**config.mk**
```make
export PLATFORM = sky130hd
export DESIGN_NAME = nvram_access_arbiter
export DESIGN_NICKNAME = d
export VERILOG_FILES = /design/src/rtl/nvram_access_arbiter.sv
export SDC_FILE = /design/constraint.sdc
export NUM_CORES = 1
export LEC_CHECK = 0
export CAP_MARGIN = 15
export CORE_ASPECT_RATIO = 1.1
export CORE_UTILIZATION = 36
export CTS_CLUSTER_DIAMETER = 150
export DETAILED_ROUTE_END_ITERATION = 8
export PLACE_DENSITY = 0.94
export SLEW_MARGIN = 10
export SYNTH_ARGS = -nofsm -noshare
export SYNTH_HDL_FRONTEND = slang
export SYNTH_SLANG_ARGS = --single-unit
```
**constraint.sdc**
```tcl
create_clock -name clk -period 4.1 [get_ports clk]
set_input_delay 0.82 -clock clk [delete_from_list [all_inputs] [get_ports clk]]
set_output_delay 0.82 -clock clk [all_outputs]
set_load 0.01 [all_outputs]
```
**src/rtl/nvram_access_arbiter.sv**
```systemverilog
// Arbitrates hiscore (req0) and nvram (req1) access to a shared game RAM port while the core CPU is paused.
// Optional pause-acknowledge timeout is enabled by defining NVRAM_ACCESS_ARBITER_TIMEOUT_EN.
module nvram_access_arbiter #(
    parameter int unsigned AW       = 8,
    parameter int unsigned PAUSEPAD = 4,
    parameter int unsigned TIMEOUT  = 65535
) (
    input  logic          clk,
    input  logic          reset_n,
    input  logic          req0,
    input  logic [AW-1:0] addr0,
    input  logic          we0,
    input  logic [7:0]    d0,
    input  logic          req1,
    input  logic [AW-1:0] addr1,
    input  logic          we1,
    input  logic [7:0]    d1,
    output logic          gnt0,
    output logic          gnt1,
    output logic [7:0]    q,
    input  logic          paused,
    output logic          pause_cpu,
    output logic [AW-1:0] ram_addr,
    output logic          ram_we,
    output logic [7:0]    ram_d,
    input  logic [7:0]    ram_q,
    output logic          timeout_err
);

    localparam int unsigned CW = (PAUSEPAD < 2) ? 1 : $clog2(PAUSEPAD + 1);
    localparam logic [CW-1:0] PAD = CW'(PAUSEPAD);
    localparam logic [CW-1:0] ONE = CW'(1);

    // The pause-acknowledge counter is 16 bits wide.
    if (TIMEOUT > 65535) begin : g_timeout_range
        $error("TIMEOUT exceeds the 16-bit pause-acknowledge counter");
    end

    typedef enum logic [2:0] {
        IDLE,
        PAUSE,
        SETTLE,
        GRANT,
        HANDOVER,
        RELEASE
    } state_t;

    state_t        state, state_n;
    logic          gnt0_n, gnt1_n, pause_n;
    logic [CW-1:0] cnt, cnt_n;
    logic          prio, prio_n;
    logic          pick0, pick1;

`ifdef NVRAM_ACCESS_ARBITER_TIMEOUT_EN
    logic [15:0] to_cnt, to_cnt_n;
    logic        terr_n;

    always_ff @(posedge clk) begin
        if (!reset_n) begin
            to_cnt      <= '0;
            timeout_err <= 1'b0;
        end else begin
            to_cnt      <= to_cnt_n;
            timeout_err <= terr_n;
        end
    end
`else
    assign timeout_err = 1'b0;
`endif

    always_ff @(posedge clk) begin
        if (!reset_n) begin
            state     <= IDLE;
            gnt0      <= 1'b0;
            gnt1      <= 1'b0;
            pause_cpu <= 1'b0;
            cnt       <= '0;
            prio      <= 1'b0;
        end else begin
            state     <= state_n;
            gnt0      <= gnt0_n;
            gnt1      <= gnt1_n;
            pause_cpu <= pause_n;
            cnt       <= cnt_n;
            prio      <= prio_n;
        end
    end

    // prio=1 means requester 1 wins a tie; flips to the other side after every grant.
    always_comb begin
        pick0   = req0 & (~req1 | ~prio);
        pick1   = req1 & (~req0 | prio);
        state_n = state;
        gnt0_n  = gnt0;
        gnt1_n  = gnt1;
        pause_n = pause_cpu;
        cnt_n   = cnt;
        prio_n  = prio;
`ifdef NVRAM_ACCESS_ARBITER_TIMEOUT_EN
        to_cnt_n = '0;
        terr_n   = timeout_err;
`endif
        case (state)
            IDLE: begin
                if (req0 | req1) begin
                    pause_n = 1'b1;
                    state_n = PAUSE;
                end
            end
            PAUSE: begin
                if (paused) begin
                    cnt_n   = PAD;
                    state_n = SETTLE;
                end
`ifdef NVRAM_ACCESS_ARBITER_TIMEOUT_EN
                else if (32'(to_cnt) + 32'd1 >= 32'(TIMEOUT)) begin
                    terr_n  = 1'b1;
                    pause_n = 1'b0;
                    state_n = IDLE;
                end else begin
                    to_cnt_n = to_cnt + 16'd1;
                end
`endif
            end
            SETTLE: begin
                if (cnt <= ONE) begin
                    gnt0_n = pick0;
                    gnt1_n = pick1;
                    if (pick0 | pick1) begin
                        prio_n  = pick0;
                        state_n = GRANT;
                    end else begin
                        cnt_n   = PAD;
                        state_n = RELEASE;
                    end
                end else begin
                    cnt_n = cnt - ONE;
                end
            end
            GRANT: begin
                if ((gnt0 & ~req0) | (gnt1 & ~req1)) begin
                    gnt0_n  = 1'b0;
                    gnt1_n  = 1'b0;
                    state_n = HANDOVER;
                end
            end
            HANDOVER: begin
                gnt0_n = pick0;
                gnt1_n = pick1;
                if (pick0 | pick1) begin
                    prio_n  = pick0;
                    state_n = GRANT;
                end else begin
                    cnt_n   = PAD;
                    state_n = RELEASE;
                end
            end
            RELEASE: begin
                // A late request keeps the CPU paused and is served without re-settling.
                if (req0 | req1) begin
                    state_n = HANDOVER;
                end else if (cnt <= ONE) begin
                    pause_n = 1'b0;
                    state_n = IDLE;
                end else begin
                    cnt_n = cnt - ONE;
                end
            end
            default: begin
                gnt0_n  = 1'b0;
                gnt1_n  = 1'b0;
                pause_n = 1'b0;
                state_n = IDLE;
            end
        endcase
    end

    // Zero-latency RAM port mux driven by the registered grants.
    always_comb begin
        ram_addr = '0;
        ram_d    = '0;
        ram_we   = 1'b0;
        if (gnt0) begin
            ram_addr = addr0;
            ram_d    = d0;
            ram_we   = we0;
        end else if (gnt1) begin
            ram_addr = addr1;
            ram_d    = d1;
            ram_we   = we1;
        end
    end

    assign q = ram_q;

endmodule

```
==> reports/results.tsv, run 1 <==
metric	value	unit
Routability Congestion	0.835	
Layout Area Growth over Synthesis	53.2	%
max-cap check violation count	0	
Reg2Reg Depth	5	
Fmax	299	MHz
multi-input logic area	667	µm²
Hold Crit Depth	2	
Final Hold Slack	0.501	ns
row cnt	19	
RSZ-0062 raised after global routing	false	
CTS resizes	0	
crit-path cells	nor2b_1 -> a22o_1 -> clkdlybuf4s50_1	
Post-synth top flop	dfxtp_1	
I/O pin cnt	76	
worst reg-to-reg setup slack	2.27	ns
DP Cell Count	200	
number of setup buffers added after CTS	0	
FF+latch area	200	µm²
CTS hold repair buffers	0	
largest net degree at the start of global routing	22	
Ys Warns	0	
Worst Path Required	3.28	ns
synthesized cell area	1000	µm²
Syn Nets	178	
Synth cell types	42	
clk_lat worst skew	0.27	ns
DIE HEIGHT	57.4	µm
CP Buf/Inv Count	1	
HP Class	reg -> reg	
# port buffers	58	
Crit path largest cell delay	0.92	ns
post-synthesis sequential area ratio	20.0	%
Placed Area	1500	µm²
register bit count reported by yosys	10	
fraction of registers with async set/reset	0	%
Overflow after GRT	0	
setup violators final	0	
detailed-route via count	1148	
total routed wirelength	3290	µm
area leader, netlist	dfxtp_1	
Final Hold Viols	0	
# fillers	232	
fin crit share	81.6	%
Die Area	3000	µm²
1st-pass router iterations	4	
Critical Path Stages	3	
Max stage delay cell, worst path	nor2b_1	
syn_area_per_cell	7.78	µm²
Synth top cells by count	a22o_1, dfxtp_1, buf_4, nand2_1, a21oi_1	
dpl hpwl	2490	µm
top cells by area, synth	dfxtp_1, a22o_1, buf_4	
ANT cells	0	
Critical Path Sink Type	output port	
Reg clk slew, reported paths	0.07	ns
CTS tree	done	
final core utilization	59.9	%
antenna-violating nets left	0	
Combinational Power Share	57.8	%
DRC violations left	0	
CTS Buffer Depth	2	
Mapped Cells	129	
pre-CTS worst setup slack	1.03	ns
Core Area	2570	µm²
CP max FO	21	
Max IR drop VDD	0.315	mV
DR iter-0 viols	52	
starting density of the core	39.1	%
Synth top area share	20.0	%
total power	0.669	mW
Worst Path Arrival	2.52	ns
most frequent cell after synthesis	a22o_1	
number of global-route vias before repair	1179	
Die Wd	52.3	µm
internal power	0.392	mW
Slew Limit Fails	0	
Setup CP Type	reg -> out	
GRT Total Usage	22.7	%
Setup crit start kind	register	
clock sink total	10	
layout cell share with drive strength beyond 1	6.94	%
H-tree Lvls	1	
setup_tns	0	ns
Post-synth EDFFs	0	
final instance area	1540	µm²
worst setup margin	0.756	ns
LEAKAGE	0.562	nW
power share of the clock group	13.9	%
sw power	0.276	mW
fin cells	204	
Vias/cell	5.63	
final net count	223	
P per Cell Area	435	nW/µm²
wire per inst	16.1	µm
clock root buffer	clkbuf_4	
slew of the pin with the lowest slew margin	1.07	ns
sequential share of power	28.3	%
CP delay by family, top	simple AND/OR/NAND/NOR gates	
global-route wire length before repair	5190	µm
initial antenna violation count	0	
Num CTS Buffers	3	
switching share of total power	41.3	%
clk_skew	0.00148	ns
relative slew slack	28.5	%
status	completed	
minimum clock period	3.34	ns
## worst paths after layout
check,to,start
setup / recovery,ram_d[3],gnt0
hold / removal,pause_cpu,pause_cpu
setup reg to reg,gnt1,gnt0
hold reg to reg,pause_cpu,pause_cpu
## state kept, by name, indices dropped and copies added, names as in the netlist
| signal | cells |
|---|---|
| gnt0 | 1 |
| cnt | 3 |
| state | 3 |
| pause_cpu | 1 |
| gnt1 | 1 |
| prio | 1 |
## power groups by stage
stage / Combinational, mW / Clock [mW] / Sequential [mW]
5_1_grt: 0.418 / 0.0979 / 0.195
4_1_cts: 0.385 / 0.0941 / 0.186
2_1_floorplan: 0.287 / 0 / 0.148
3_3_place_gp: 0.368 / 0 / 0.184
6_report: 0.387 / 0.0927 / 0.189
3_5_place_dp: 0.380 / 0 / 0.187
## layout by cell type, fill, tap and decap left out, drive strengths merged, types with 2 or more instances in the layout
cell,instances
nand2,9
o22ai,3
dfxtp,10
nand3,3
ha,2
nor2,7
a32o,3
nor2b,2
a211o,2
o21ai,8
nand2b,7
or2,3
o211ai,2
nor3,3
a21oi,8
a22o,17
clkdlybuf4s50,58
inv,4
clkbuf,4
## cell families after synthesis
group / synth area share, %
flip-flops: 19.9
AO/OA/AOI/OAI: 41.3
multiplexers: 1.12
adder cells (fa/ha/maj): 2.49
XOR/XNOR: 0.873
buffers and inverters: 13.6
AND/OR/NAND/NOR: 20.3
other: 0.374
## routing by layer
layer	vias to the layer above	global-route usage, %	share of wire (%)
met5	-	0	0
met4	0	9.40	0.27
met3	2	2.93	5.2
met2	51	42.9	58
met1	534	24.3	36
li1	561	-	-
## tightest hold or removal path, cell delays in order, from the launching register on
cell	delay (ns)
dfxtp_1	0.33
nand2b_1	0.07
a21oi_1	0.05
## final cells by class
class                   instances  area share (%)
multi-input cells              97            43.4
flip-flops and latches         10            13.0
inverters                       4           0.976
well taps                      31            2.52
repair buffers                 58            37.8
clock buffers                   4            2.36
Power figures use the tool's default switching activity.
==> inputs of run 2 (changes only) <==
--- a/config.mk
+++ b/config.mk
@@ -7,10 +7,10 @@
 export LEC_CHECK = 0
 export CAP_MARGIN = 15
 export CORE_ASPECT_RATIO = 1.1
-export CORE_UTILIZATION = 36
+export CORE_UTILIZATION = 30
 export CTS_CLUSTER_DIAMETER = 150
 export DETAILED_ROUTE_END_ITERATION = 8
-export PLACE_DENSITY = 0.94
+export PLACE_DENSITY = 0.85
 export SLEW_MARGIN = 10
 export SYNTH_ARGS = -nofsm -noshare
 export SYNTH_HDL_FRONTEND = slang
==> constraint.sdc (replaced) <==
create_clock -name clk -period 2.9 [get_ports clk]
set_input_delay 0.58 -clock clk [delete_from_list [all_inputs] [get_ports clk]]
set_output_delay 0.58 -clock clk [all_outputs]
set_load 0.01 [all_outputs]
==> run 2 against run 1 <==
  * Largest power group unchanged
  * Critical endpoint is now ram_addr[2]
  * Count of clock-buffer cells in the layout unchanged
  * Sequential power up 32%
  * Largest cell class unchanged
  * Wire length down 8.4%
  * The flow now finishes with violations (design-rule violations)
==> reports/results.tsv, run 2 (synthesized netlist as in run 1, its figures left out) <==
metric	value	unit
GRT Total Usage	16.7	%
pre-CTS worst setup slack	0.557	ns
CTS tree	done	
crit-path cells	clkdlybuf4s50_1 -> a22o_1 -> clkdlybuf4s50_1	
fin crit share	81.3	%
Critical Path Sink Type	output port	
CTS hold repair buffers	0	
Worst Path Arrival	1.78	ns
1st-pass router iterations	6	
# port buffers	58	
Max IR drop VDD	0.301	mV
Worst Path Required	2.32	ns
most used cell, CP	clkdlybuf4s50_1	
Met3 Wirelength	140	µm
RSZ-0062 raised after global routing	false	
largest net degree at the start of global routing	21	
global-route wire length before repair	4800	µm
setup_tns	0	ns
Reg clk slew, reported paths	0.07	ns
clock sink total	10	
CP startpoint	addr0[2]	
number of global-route vias before repair	1017	
commonest non-fill, non-tap cells in the layout	clkdlybuf4s50_1, a22o_1, dfxtp_1	
LEAKAGE	0.573	nW
Routability Congestion	0.890	
switching share of total power	40.6	%
HP Class	reg -> reg	
Die Area	3580	µm²
DR iter-0 viols	65	
row cnt	21	
status	finished with violations	
Overflow after GRT	0	
Layout Area Growth over Synthesis	55.1	%
Crit path largest cell delay	0.53	ns
minimum clock period	2.36	ns
clock root buffer	clkbuf_4	
DIE HEIGHT	62.7	µm
clk_skew	0.00227	ns
hold_sp	pause_cpu	
fin cells	209	
total routed wirelength	3020	µm
top sig layer	met4	
Regs by FF count	cnt x3, state x3	
DRC violations left	4	
most common cell after layout, fill and taps aside	clkdlybuf4s50_1	
starting density of the core	32.1	%
Max stage delay cell, worst path	clkdlybuf4s50_1	
sw power	0.383	mW
initial antenna violation count	0	
dpl hpwl	2260	µm
Combinational Power Share	59.5	%
P per Cell Area	605	nW/µm²
CP max FO	1	
internal power	0.560	mW
power share of the clock group	14.1	%
CTS Buffer Depth	2	
FF-to-FF Start	state[0]	
Setup crit start kind	primary input	
DP Cell Count	205	
CTS resizes	0	
setup violators final	0	
worst setup margin	0.542	ns
total power	0.942	mW
Setup CP Type	in -> out	
layout cell share with drive strength beyond 1	8.00	%
final instance area	1560	µm²
Die Wd	57.1	µm
Final Hold Slack	0.501	ns
Vias/cell	5.52	
H-tree Lvls	1	
number of setup buffers added after CTS	0	
failing checks	design-rule violations	
Final Hold Viols	0	
CP delay by family, top	buffers and inverters	
wl on met1	1340	µm
ANT cells	0	
Slew Limit Fails	0	
Core Area	3130	µm²
Num CTS Buffers	3	
Fmax	424	MHz
clk_lat worst skew	0.28	ns
CP Buf/Inv Count	2	
DR WL met2	1460	µm
antenna-violating nets left	0	
final core utilization	49.8	%
I/O pin cnt	76	
wire per inst	14.4	µm
sequential share of power	26.4	%
final net count	225	
Placed Area	1520	µm²
detailed-route via count	1153	
max-cap check violation count	0	
## run 2: cell types whose count changed in the layout (fill, tap and decap cells not counted)
cell and delta:
buf_4 +2
## run 2: power groups by stage
stage	registers (mW)	clock network [mW]	logic, mW
floorplan	0.209	0	0.406
global placement	0.248	0	0.551
detailed placement	0.250	0	0.553
CTS	0.246	0.132	0.557
global route	0.258	0.139	0.605
finish	0.249	0.133	0.560
## run 2: cell type report
class / count / area (µm²)
well taps: 34 / 42.5
multi-input cells: 97 / 667
repair buffers: 60 / 596
fillers: 296 / 1570
inverters: 4 / 15.0
clock buffers: 4 / 36.3
flip-flops and latches: 10 / 200
## run 2: worst register-to-register path: stages, from the launching register on
cell and delay (ns):
dfxtp_1 0.62, inv_1 0.22, a21oi_1 0.30, o21ai_0 0.12, o211a_1 0.17, a32o_1 0.20
## run 2: path summary, 6_finish.rpt
path	depth (start not counted)	slack, ns	endpoint
worst max-delay path	3	0.54	ram_addr[2]
worst min-delay path	2	0.50	pause_cpu
worst max register to register	5	1.18	gnt1
worst min register to register	2	0.50	pause_cpu
## run 2: layer usage
metal / up-vias / GRT usage [%]
met5: - / 0
met4: 0 / 7.62
met3: 7 / 1.04
met2: 45 / 27.9
met1: 530 / 21.6
li1: 571 / -
==> RTL change: new RTL, flow settings as in run 1 <==
Add a define of `NVRAM_ACCESS_ARBITER_TIMEOUT_EN`.
--- a/src/rtl/nvram_access_arbiter.sv
+++ b/src/rtl/nvram_access_arbiter.sv
@@ -1,4 +1,6 @@
 // Arbitrates hiscore (req0) and nvram (req1) access to a shared game RAM port while the core CPU is paused.
 // Optional pause-acknowledge timeout is enabled by defining NVRAM_ACCESS_ARBITER_TIMEOUT_EN.
+`define NVRAM_ACCESS_ARBITER_TIMEOUT_EN
+
 module nvram_access_arbiter #(
     parameter int unsigned AW       = 8,
Formal check against the unedited RTL: no difference found for any inputs over 10 cycles, from zero or initial values and one cycle with reset_n low; that may be too few to reach the edited logic, so the function may still have changed.
==> RTL change against run 1 <==
The run now ends with DRC left. Routed wire length rose by 35%. Die area grew 85%. Cell count rose by 63%. Worst hold slack worse by 13 ps. Sequential cell count rose by 17. Design area is 60% higher. Global-route usage fell by 6.9 points. Setup slack better by 72 ps. Synthesized area up 88%. Total power grew 6.3%. Critical path depth is the same. Clock power increased by 62%. Clock skew increased by 0.53 ps. Count of clock-buffer cells in the layout unchanged. Largest power group is now sequential cells.
==> RTL change: results (changes against run 1) <==
| Metric | Value |
|---|---|
| Sequential fraction of total cell area | 0.2196 (was 0.1302) |
| Max clock buf depth | 2 (unchanged) |
| Fill cells | 493 (was 232) |
| R2R depth | 7 (was 5) |
| R2r setup slk | 1550 ps (was 2270 ps) |
| #MultiIn Comb | 174 (was 97) |
| Top FF cell, synth | dfxtp_1 (unchanged) |
| PortBufs | 59 (was 58) |
| Final Wtd Congestion | 0.8824 (was 0.8346) |
| Fin Clk Skew | 2.014 ps (was 1.482 ps) |
| Area leader, netlist | dfxtp_1 (unchanged) |
| Sequential fraction of the synthesis area | 0.2859 (was 0.1995) |
| Vias in the first global route | 1678 (was 1179) |
| Net count after synthesis | 284 (was 178) |
| Count of non-CTS buffers in the layout | 59 (was 58) |
| First-pass GRT wire length | 7272 µm (was 5188 µm) |
| Nets | 326 (was 223) |
| Antenna Cells | 0 (unchanged) |
| Root Driver | clkbuf_8 (was clkbuf_4) |
| Area after DPL | 0.002416 mm² (was 0.001501 mm²) |
| # resized after CTS | 0 (unchanged) |
| Synth unique cells | 53 (was 42) |
| Postcts setup bufs | 0 (unchanged) |
| Placed wire-length estimate | 3294 µm (was 2491 µm) |
| CP Max Fanout | 21 (unchanged) |
| DRC viols | 14 (was 0) |
| # Taps | 58 (was 31) |
| Fraction of area in multi-input gates | 0.4774 (was 0.4337) |
| Mux cell area share after synthesis | 0.01059 (was 0.01122) |
| Crit path arrival time | 2450 ps (was 2520 ps) |
| Failing checks | DRC |
| Worst path max stage delay | 870 ps (was 920 ps) |
| Clk. pwr | 150 µW (was 92.7 µW) |
| Non-clk buf share | 0.2400 (was 0.3775) |
| Routed vias/inst | 5.699 (was 5.627) |
| Clk slew on worst S/H paths | 90 ps (was 70 ps) |
| Outcome | complete, but fails checks (was finished, final reports clean) |
| VDD IR-drop max | 219.5 µV (was 315.0 µV) |
| Sw frac | 0.3355 (was 0.4135) |
| DRT iter0 DRCs | 132 (was 52) |
| Combinational fraction of design power | 0.327 (was 0.578) |
| DRT Pass-1 Iters | 6 (was 4) |
| Biggest regs | to_cnt (16), cnt (3), state (3) (was cnt (3), state (3)) |
| Min-Delay Path Depth | 2 (unchanged) |
| Dominant cells by area after synthesis | dfxtp_1, a22o_1, nor3_1 (was dfxtp_1, a22o_1, buf_4) |
| Post-synth top cells | dfxtp_1, a22o_1, nor3_1 (was a22o_1, dfxtp_1, buf_4, nand2_1, a21oi_1) |
| Wire per inst | 13.34 µm (was 16.14 µm) |
| Inverters | 10 (was 4) |
| Xor/xnor share of the synthesized area | 0.06949 (was 0.008728) |
| Synthesis-stage register bit count | 27 (was 10) |
| Clock buf/inv share | 0.01830 (was 0.02360) |
| Share of layout cells above drive strength 1 | 0.04745 (was 0.06936) |
| Synth Area in Compound Gates | 0.2416 (was 0.4127) |
| Post-synthesis adder-cell area fraction | 0.02647 (was 0.02494) |
| Lkg Pwr | 0.8152 nW (was 0.5618 nW) |
| Relative slew slack | 0.3224 (was 0.2850) |
| Overall Global Routing Usage | 0.1575 (was 0.2268) |
-- RTL change: changes by cell type in the layout (fill, tap and decap cells not counted), moves of 4 or more --
cell,delta
a31oi_1,+5
dfxtp_1,+17
inv_1,+6
nand2_1,+4
nand4_1,+6
nor2_1,+6
nor2b_1,+4
nor3_1,+13
nor4_1,+4
o21ai_0,+4
xnor2_1,+5
xor2_1,+9
-- RTL change: cells by family (layout without fill, tap and decap cells) --
logic type,count (synthesis),in the layout
simple gates,89,89
compound gates,64,64
buf+inv,32,73
flops,27,27
xor+xnor,15,15
fa+ha+maj,4,4
mux,2,2
-- RTL change: worst paths after layout --
check                                 from                  endpoint
hold / removal    timeout_err$_SDFFE_PN0P_  timeout_err$_SDFFE_PN0P_
setup / recovery         gnt0$_SDFFE_PN0P_               ram_addr[1]
setup reg to reg      to_cnt[0]$_SDFF_PP0_     to_cnt[10]$_SDFF_PP0_
hold reg to reg   timeout_err$_SDFFE_PN0P_  timeout_err$_SDFFE_PN0P_
-- RTL change: per-layer routing --
layer,track usage,share of wire,up-vias,wire length (µm)
li1,-,-,937,-
met3,0.04935,0.095,2,422
met5,0,0,-,0
met2,0.2865,0.47,74,2084
met4,0.03400,0.0041,0,18
met1,0.1784,0.43,879,1904
-- RTL change: per-stage QoR --
stage | cells | total power, mW | worst slack (ps) | hold WS, ps | utilization
floorplan | 233 | 0.4864 | 1902 | 449.1 | -
global placement | 328 | 0.5554 | 1189 | 464.0 | 0.4800
detailed placement | 328 | 0.5646 | 1105 | 466.9 | 0.4800
CTS | 332 | 0.7186 | 796.1 | 483.9 | 0.4889
global route | 332 | 0.7608 | 559.8 | 513.9 | 0.4889
finish | 332 | 0.7108 | 827.6 | 488.3 | 0.4889
